`src/rtl/priority_encoder_32to5.sv`:
```
// Sticky 32-line request collector that drains lowest-index-first into a valid/ready slot; 2-cycle req-to-out latency.
// Backpressure: slot and pending clears freeze while out_valid & ~out_ready; new requests keep merging into pending.
module priority_encoder_32to5 #(
  parameter int N     = 32,
  parameter int IDX_W = 5
) (
  input  logic             clk,
  input  logic             rst,
  input  logic             enable,
  input  logic [N-1:0]     req,
  input  logic [N-1:0]     mask,
  output logic [IDX_W-1:0] out_idx,
  output logic             out_valid,
  input  logic             out_ready,
  output logic [N-1:0]     pending,
  output logic             any_pending
);

  logic [N-1:0]     pending_q, pending_d;
  logic [IDX_W-1:0] out_idx_q, out_idx_d;
  logic             out_valid_q, out_valid_d;

  logic [N-1:0]     sel;
  logic [N-1:0]     clr;
  logic [IDX_W-1:0] sel_idx;
  logic             slot_free;
  logic             load;

  assign sel       = pending_q & ~mask;
  assign slot_free = ~out_valid_q | out_ready;
  assign load      = slot_free & (|sel);

  // Scan high-to-low so the last hit left standing is the lowest set index.
  always_comb begin
    sel_idx = '0;
    for (int i = N - 1; i >= 0; i--) begin
      if (sel[i]) sel_idx = IDX_W'(i);
    end
  end

  // Set is OR-ed in after the clear, so a same-cycle request on the loaded bit survives.
  always_comb begin
    clr         = '0;
    out_idx_d   = out_idx_q;
    out_valid_d = out_valid_q;
    if (load) begin
      clr         = N'(1) << sel_idx;
      out_idx_d   = sel_idx;
      out_valid_d = 1'b1;
    end else if (slot_free) begin
      out_valid_d = 1'b0;
    end
    pending_d = (pending_q & ~clr) | (req & {N{enable}});
  end

  always_ff @(posedge clk) begin
    if (rst) begin
      pending_q   <= '0;
      out_idx_q   <= '0;
      out_valid_q <= 1'b0;
    end else begin
      pending_q   <= pending_d;
      out_idx_q   <= out_idx_d;
      out_valid_q <= out_valid_d;
    end
  end

  assign out_idx     = out_idx_q;
  assign out_valid   = out_valid_q;
  assign pending     = pending_q;
  assign any_pending = |sel;

endmodule

```
`config.mk`:
```
export PLATFORM = sky130hd
export DESIGN_NAME = priority_encoder_32to5
export DESIGN_NICKNAME = d
export VERILOG_FILES = /design/src/rtl/priority_encoder_32to5.sv
export SDC_FILE = /design/constraint.sdc
export NUM_CORES = 1
export LEC_CHECK = 0
export ABC_AREA = 1
export CORE_ASPECT_RATIO = 0.75
export CORE_MARGIN = 4
export CORE_UTILIZATION = 41
export DETAILED_ROUTE_END_ITERATION = 10
export PLACE_DENSITY_LB_ADDON = 0.3
export SYNTH_ARGS = -nofsm -noshare
export SYNTH_HDL_FRONTEND = slang
export SYNTH_SLANG_ARGS = --single-unit
```
`constraint.sdc`:
```
create_clock -name clk -period 3 [get_ports clk]
set_input_delay 0.3 -clock clk [delete_from_list [all_inputs] [get_ports clk]]
set_output_delay 0.3 -clock clk [all_outputs]
set_load 0.03 [all_outputs]
```
Yosys cells after proc, flatten, opt, wreduce, memory -nomap -nowiden:

Cells that the tools add are included.

* shift-type cells: 1
* mux-type cells: 35
* bitwise operators: 9
* reduce and logical (&&, ||, !) cells: 2

Operators with widths (count)
* $mux 5: 32
* $and 32x32->32: 3
* $not 32->32: 2
* $mux 32: 1
* $or 32x32->32: 1
* $reduce_or 32->1: 1
* $shl 1x5->32 const A: 1
* $mux 1: 2
* $reduce_bool 2->1: 1
* $and 1x1->1: 1
* $not 1->1: 1
* $or 1x1->1: 1

* register bits: 38
* bits of input ports: 68
* output and inout port bits: 39
* logic and storage cells: 50

Logic depth before layout (Yosys ltp):

Gate-level depths: netlist of the first run.

* depth in word-level cells: 39
* gate-level depth with buffers: 37
* depth with buffers taken out: 37

Least setup slack after synthesis of the first run:

OpenSTA, ideal clock, no wires.

* path kind: register to register
* start: register pending_q[28] (netlist: pending[28])
* end: register pending_q[10] (netlist: pending[10])
* setup time: 0.140 ns
* arrival: 2.452 ns
* required time: 2.860 ns
* setup slack: 0.408 ns
* cell stages (with the launch flop): 35
* path buffers: 0
* period minus slack after synthesis: 2.592 ns
* cell sequence: dfxtp_1 inv_1 or2_1 nand2_1 nand2_1 nand2_1 nand2_1 nand2_1 nand2_1 nand2_1 nand2_1 nand2_1 nand2_1 nand2_1 nand2_1 nand2_1 nand2_1 nand2_1 nand2_1 nand2_1 nand2_1 nand2_1 nand2_1 nand2_1 nand2_1 nand2_1 nand2_1 nand2_1 nand2_1 nand2_2 nand4_1 nor2_2 nand3_1 nand2_1 a21oi_1

* word-level cells in the longest chain between the ends: 35
* elaborated cells between the ends (all ways): 37
* those cells by class: 1 x shift; 30 x mux; 5 x bitwise; 1 x reduce/logical

Ends and longest elaborated chain
* start, declared: line 19 `logic [N-1:0] pending_q, pending_d;`
* start signal, assigned: line 62 `pending_q <= pending_d;`
* $and 32x32->32 *: line 29 `assign sel = pending_q & ~mask;`
* $mux 5 (29 in series): line 37 `if (sel[i]) sel_idx = IDX_W'(i);`
* $shl 1x5->32: line 47 `clr = N'(1) << sel_idx;`
* $mux 32 *: line 46 `if (load) begin`
* $not 32->32 *: line 53 `pending_d = (pending_q & ~clr) | (req & {N{enable}});`
* $and 32x32->32 *: line 53
* $or 32x32->32 *: line 53

Mark *: on every way between the ends. The rest lies on a longest branch, timed or not.
A chain may end at the register's enable or synchronous reset.

Worst setup path after layout of the first run:

* start: register pending_q[28] (netlist: pending[28])
* end: register pending_q[8] (netlist: pending[8])

Same word-level chain as after synthesis.

==> results of run 1 <==
-- metrics by stage --
step	total power [mW]	std cells
global placement	1.23	531
floorplan	0.960	355
CTS	1.59	539
global route	1.70	545
finish	1.61	545
detailed placement	1.24	531
-- power groups by stage --
stage	Sequential, mW	Clock (mW)	Combinational, mW
final	0.575	0.360	0.671
after global routing	0.581	0.387	0.728
after CTS	0.574	0.364	0.654
after detailed placement	0.586	0	0.651
after global placement	0.585	0	0.643
after floorplan	0.664	0	0.296
-- layout make-up --
class / instances / area, um^2 / area share
multi-input combinational: 261 / 1270 / 0.355
tap: 72 / 90.1 / 0.0252
timing repair buffer: 123 / 1200 / 0.335
sequential: 38 / 763 / 0.214
inverter: 43 / 161 / 0.0452
clock buffer: 7 / 86.3 / 0.0242
clock inverter: 1 / 5.00 / 0.00140
-- path summary, 6_finish.rpt --
check | to | slack [ns] | start | depth (start not counted)
setup reg to reg | pending[8] | 0.19 | pending[28] | 20
hold reg to reg | pending[10] | 0.47 | pending[10] | 2
setup / recovery | pending[8] | 0.19 | pending[28] | 20
hold / removal | pending[10] | 0.47 | pending[10] | 2
-- layer usage --
layer / vias up / part of all wire / track usage
met1: 1208 / 0.47 / 0.312
met2: 111 / 0.44 / 0.334
met5: - / 0 / 0
met4: 0 / 0.0039 / 0.0309
li1: 1365 / - / -
met3: 4 / 0.090 / 0.0518
-- cells in the final DEF, fill, tap and decap left out --
| cell type | n |
|---|---|
| buf_4 | 17 |
| nand2_4 | 1 |
| o31ai_1 | 1 |
| nor2_1 | 23 |
| nor2_2 | 2 |
| or2_1 | 1 |
| inv_2 | 2 |
| nand2_1 | 134 |
| clkinv_2 | 1 |
| o21ai_0 | 6 |
| a21oi_2 | 16 |
| o21bai_1 | 8 |
| nand3_2 | 1 |
| nand3_1 | 7 |
| o21ai_1 | 1 |
| o211ai_1 | 1 |
| inv_1 | 41 |
| a21oi_1 | 24 |
| nand4_1 | 21 |
| nand2_2 | 3 |
| clkdlybuf4s50_1 | 102 |
| dfxtp_2 | 2 |
| or2_2 | 7 |
| dfxtp_1 | 36 |
| a31oi_1 | 1 |
| clkbuf_8 | 6 |
| clkbuf_1 | 1 |
| dlymetal6s2s_1 | 4 |
| nor2_4 | 3 |
-- state kept, by name, summed over array words and instances (netlist names) --
signal     flops
out_idx        5
out_valid      1
pending       32
-- what timing repair did --
action / in CTS / in global routing
endpoints found under the setup margin: 0 / 32
resized for setup: 0 / 12
setup buffers: 0 / 6
-- worst reg2reg max path, delay by kind of cell, from the launching register on --
family	cells	cell delay (ns)
buffers and inverters	4	0.53
AND/OR/NAND/NOR	11	1.06
AO/OA/AOI/OAI	5	0.75
flip-flops	1	0.34
-- cell families (layout without fill, tap and decap cells) --
| family | after synthesis | in the layout | share of synthesized area |
|---|---|---|---|
| AND/OR/NAND/NOR | 203 | 203 | 0.393 |
| AO/OA/AOI/OAI | 58 | 58 | 0.169 |
| buffers and inverters | 56 | 174 | 0.0975 |
| flip-flops | 38 | 38 | 0.341 |
==> flow_metrics.tcl, run 1 <==
set metrics [dict create \
    outcome "finished clean" \
    syn_avg_cell_area_um2 6.29 \
    ys_seq_area_frac 0.341 \
    tns_ns 0 \
    hold_viol_final 0 \
    cp-end-kind "flip-flop" \
    syn_area_um2 2230 \
    hold_path_class "flip-flop to flip-flop" \
    rsz0062_at_grt "yes" \
    hold_buffers 0 \
    drc 0 \
    required_ns 3.15 \
    startpoint_type "flip-flop" \
    first_iter_violations 115 \
    p_comb_frac 0.418 \
    fin_hold_ws_ns 0.472 \
    diodes 0 \
    grt_pass1_vias 2505 \
    drt-pass1-iter-count 4 \
    tightestPinTransition_ns 0.553 \
    mappedNetlistNets 423 \
    synthDistinctLibCells 23 \
    cts_tree "built" \
    clk_pin_slew_ns 0.07 \
    port_buffers 106 \
    fillers 455 \
    nets 540 \
    dpl_cell_area_um2 3410 \
    p_per_area_nw_per_um2 449 \
    htree_levels 2 \
    root_buffer "clkbuf_8" \
    switching_power_uw 595 \
    slowest_delay_ns 0.34 \
    area_growth_pct 60.1 \
    netSwitchingFraction 0.370 \
    num_rows 22 \
    drv_slew 0 \
    pwr-share-clk 0.224 \
    die_y_um 71.9 \
    crit_path_max_fanout 6 \
    grt_usage 0.216 \
    synth_most_common_cell "nand2_1" \
    hpwl_um 5910 \
    die_area_um2 6700 \
    synth_seq_cells 38 \
    cpLargestDelayFamily "simple AND/OR/NAND/NOR gates" \
    postSynth.asyncResetShare 0 \
    yosysWarnings 0 \
    ant_nets 0 \
    place_ws_ns -0.0856 \
    cts.sinks 38 \
    internal-power_mw 1.01 \
    synthDominantCellAreaShare 0.341 \
    skew_ns 0.00693 \
    critical_path_class "flip-flop to flip-flop" \
    worstSkewPairLatency_ns 0.28 \
    setup_viol 0 \
    cts_made_buffers 5 \
    arrival_ns 2.97 \
    core_um2 5060 \
    slew_headroom 0.632 \
    wirelength_um 7480 \
    grt_pass1_wl_um 11700 \
    fin_crit_sh 0.938 \
    max_clock_freq_ghz 0.355 \
    yosysTopAreaCell "dfxtp_1" \
    drive_gt1_frac 0.129 \
    via_per_inst 4.93 \
    maxCapViolCount 0 \
    max-clock-path-buffers 2 \
    vdd_drop_max_uv 309 \
    pin_count 107 \
    layout_min_cycle_time_ns 2.81 \
    synth_top_flop_cell "dfxtp_1" \
    vias 2688 \
    antenna_found_initial 0 \
    grt_max_degree 35 \
    gp_congestion 0.893 \
    grt.overflow.total 0 \
    cpMostUsedCell "nor2_1" \
    path_cells "inv_2 > or2_1 > buf_4 > buf_4 > a31oi_1 > nor2_1 > nor2_1 > nor2_1 > nor2_1 > nor2_1 > nor2_1 > nor2_1 > nor2_1 > nor2_1 > o211ai_1 > a21oi_1 > inv_1 > nand4_1 > o21bai_1 > a21oi_1" \
    final_util 0.706 \
    p_leak_nw 1.64 \
    netlist_instances 355 \
    synth_common_cells "135 x nand2_1, 43 x inv_1, 38 x dfxtp_1, 24 x a21oi_1, 24 x nor2_1" \
    path_buf_inv 4 \
    seqPwrFrac 0.358 \
    wl_per_cell_um 13.7 \
    fin_ws_ns 0.187 \
    synthTopCellsByArea "dfxtp_1 34%, nand2_1 23%, inv_1 7.2%" \
    fp.dieW_um 93.2 \
    crit_path_top_delay_cell "dfxtp_2" \
    synth_edf_count 0 \
    initial_core_util 0.441 \
    stdcell_area_um2 3570 \
]
Power figures use the tool's default switching activity.
==> run 2: changes to the inputs <==
GPL_ROUTABILITY_DRIVEN = 0   (was not set)
==> flow_metrics.tcl, run 2 (synthesized netlist as in run 1, its figures left out) <==
set metrics [dict create \
    outcome "finished clean" \
    setup_viol 0 \
    drc 0 \
    htree_levels 2 \
    cts_made_buffers 5 \
    wl_per_cell_um 13.8 \
    num_rows 22 \
    initial_core_util 0.441 \
    wirelength_um 7500 \
    drive_gt1_frac 0.140 \
    drv_slew 0 \
    max_clock_freq_ghz 0.354 \
    cts.sinks 38 \
    p_per_area_nw_per_um2 472 \
    r2r_start "pending[28]" \
    vdd_drop_max_uv 320 \
    pin_count 107 \
    p_leak_nw 1.62 \
    arrival_ns 2.99 \
    fin_crit_sh 0.941 \
    grt_pass1_wl_um 12000 \
    hp-start "pending[6]" \
    r2r_slack_ns 0.18 \
    ant_nets 0 \
    first_iter_violations 143 \
    die_area_um2 6700 \
    core_um2 5060 \
    path_buf_inv 1 \
    cp-end-kind "flip-flop" \
    crit_path_top_delay_cell "dfxtp_2" \
    area_growth_pct 61.3 \
    die_y_um 71.9 \
    critical_path_class "flip-flop to flip-flop" \
    layout_common_cells "131 x nand2_1, 103 x clkdlybuf4s50_1, 40 x inv_1" \
    diodes 0 \
    max-clock-path-buffers 2 \
    cpMostUsedCell "nand2_1" \
    hold_viol_final 0 \
    via_per_inst 4.96 \
    worstSkewPairLatency_ns 0.30 \
    hpwl_um 5860 \
    r2r_cells 34 \
    port_buffers 106 \
    final_common_cell "nand2_1" \
    required_ns 3.16 \
    cts_tree "built" \
    fillers 439 \
    crit_path_end "pending[14]" \
    skew_ns 0.0106 \
    rsz0062_at_grt "yes" \
    startpoint_type "flip-flop" \
    fp.dieW_um 93.2 \
    largest_register_ffs 32 \
    drt-pass1-iter-count 5 \
    dpl_cell_area_um2 3410 \
    clk_pin_slew_ns 0.09 \
    maxCapViolCount 0 \
    r2r_end "pending[14]" \
    hold_path_class "flip-flop to flip-flop" \
    nets 537 \
    startpoint "pending[28]" \
    final_util 0.711 \
    cp.depth 34 \
    slew_headroom 0.654 \
    grt.overflow.total 0 \
    vias 2686 \
    grt_max_degree 33 \
    hold_buffers 0 \
    cpLargestDelayFamily "simple AND/OR/NAND/NOR gates" \
    grt_pass1_vias 2556 \
    slowest_delay_ns 0.34 \
    layout_min_cycle_time_ns 2.82 \
    crit_path_max_fanout 4 \
    root_buffer "clkbuf_8" \
    grt_usage 0.220 \
    tightestPinTransition_ns 0.519 \
    antenna_found_initial 0 \
    stdcell_area_um2 3600 \
]
-- run 2: cell count changes in the layout (fill, tap and decap cells not counted), moves of 2 or more --
cell	previous run	this run
buf_4	17	13
nand3_2	1	3
nand2_2	3	6
clkinvlp_4	0	2
nand3_1	7	5
nand2_1	134	131
-- run 2: area by class of cell --
type                       instances  area, um^2  share of cell area
timing repair buffer             120        1180               0.327
tap                               72        90.1              0.0250
multi-input combinational        261        1290               0.360
sequential                        38         763               0.212
clock inverter                     3        45.0              0.0125
inverter                          43         161              0.0448
clock buffer                       5        68.8              0.0191
-- run 2: metrics by stage --
step | instances | total power [mW] | worst slack [ns] | TNS (ns) | hold WS [ns]
finish | 542 | 1.70 | 0.178 | 0 | 0.484
global route | 542 | 1.78 | -0.138 | -2.68 | 0.509
CTS | 539 | 1.67 | 0.233 | 0 | 0.485
detailed placement | 531 | 1.23 | -0.0709 | -0.701 | 0.472
global placement | 531 | 1.22 | -0.0341 | -0.0718 | 0.459
floorplan | 355 | 0.960 | 0.408 | 0 | 0.449
-- run 2: metal layers --
metal	share of wire	global-route usage	routed length, um
met5	0	0	0
met4	0.0076	0.0407	57
met3	0.10	0.0653	759
met2	0.44	0.352	3320
met1	0.45	0.297	3360
-- run 2: how the worst min path moves through the flow --
stage	endpoint	slack, ns	cells past startpoint
after detailed placement	pending[6]	0.47	2
after global routing	pending[9]	0.51	2
after CTS	pending[6]	0.48	2
after global placement	out_idx[4]	0.46	2
after floorplan	pending[0]	0.45	2
final	pending[6]	0.48	2
-- run 2: power by group --
part           total [mW]  leakage, nW  switching, mW  internal [mW]
logic               0.678         1.25          0.396          0.282
clock network       0.445       0.0504          0.198          0.247
registers           0.576        0.316         0.0292          0.547
total                1.70         1.62          0.623           1.08
-- run 2: worst reg2reg max path: cells and delay by family, from the launching register on --
family                 cells  cell delay [ns]
and+or+nand+nor           32             2.24
DFF                        1             0.34
AOI/OAI and AO/OA          1             0.05
buffers and inverters      1             0.04
-- run 2: repair_timing --
item | in CTS | in global routing
gates resized for setup | 0 | 20
endpoints found under the setup margin | 0 | 32
setup buffers | 0 | 3
==> run 3: changes to the inputs <==
CAP_MARGIN = 20   (was not set)
CTS_CLUSTER_SIZE = 28   (was not set)
==> results of run 3 <==
No change in the layout: final DEF, timing and power equal those of run 2.
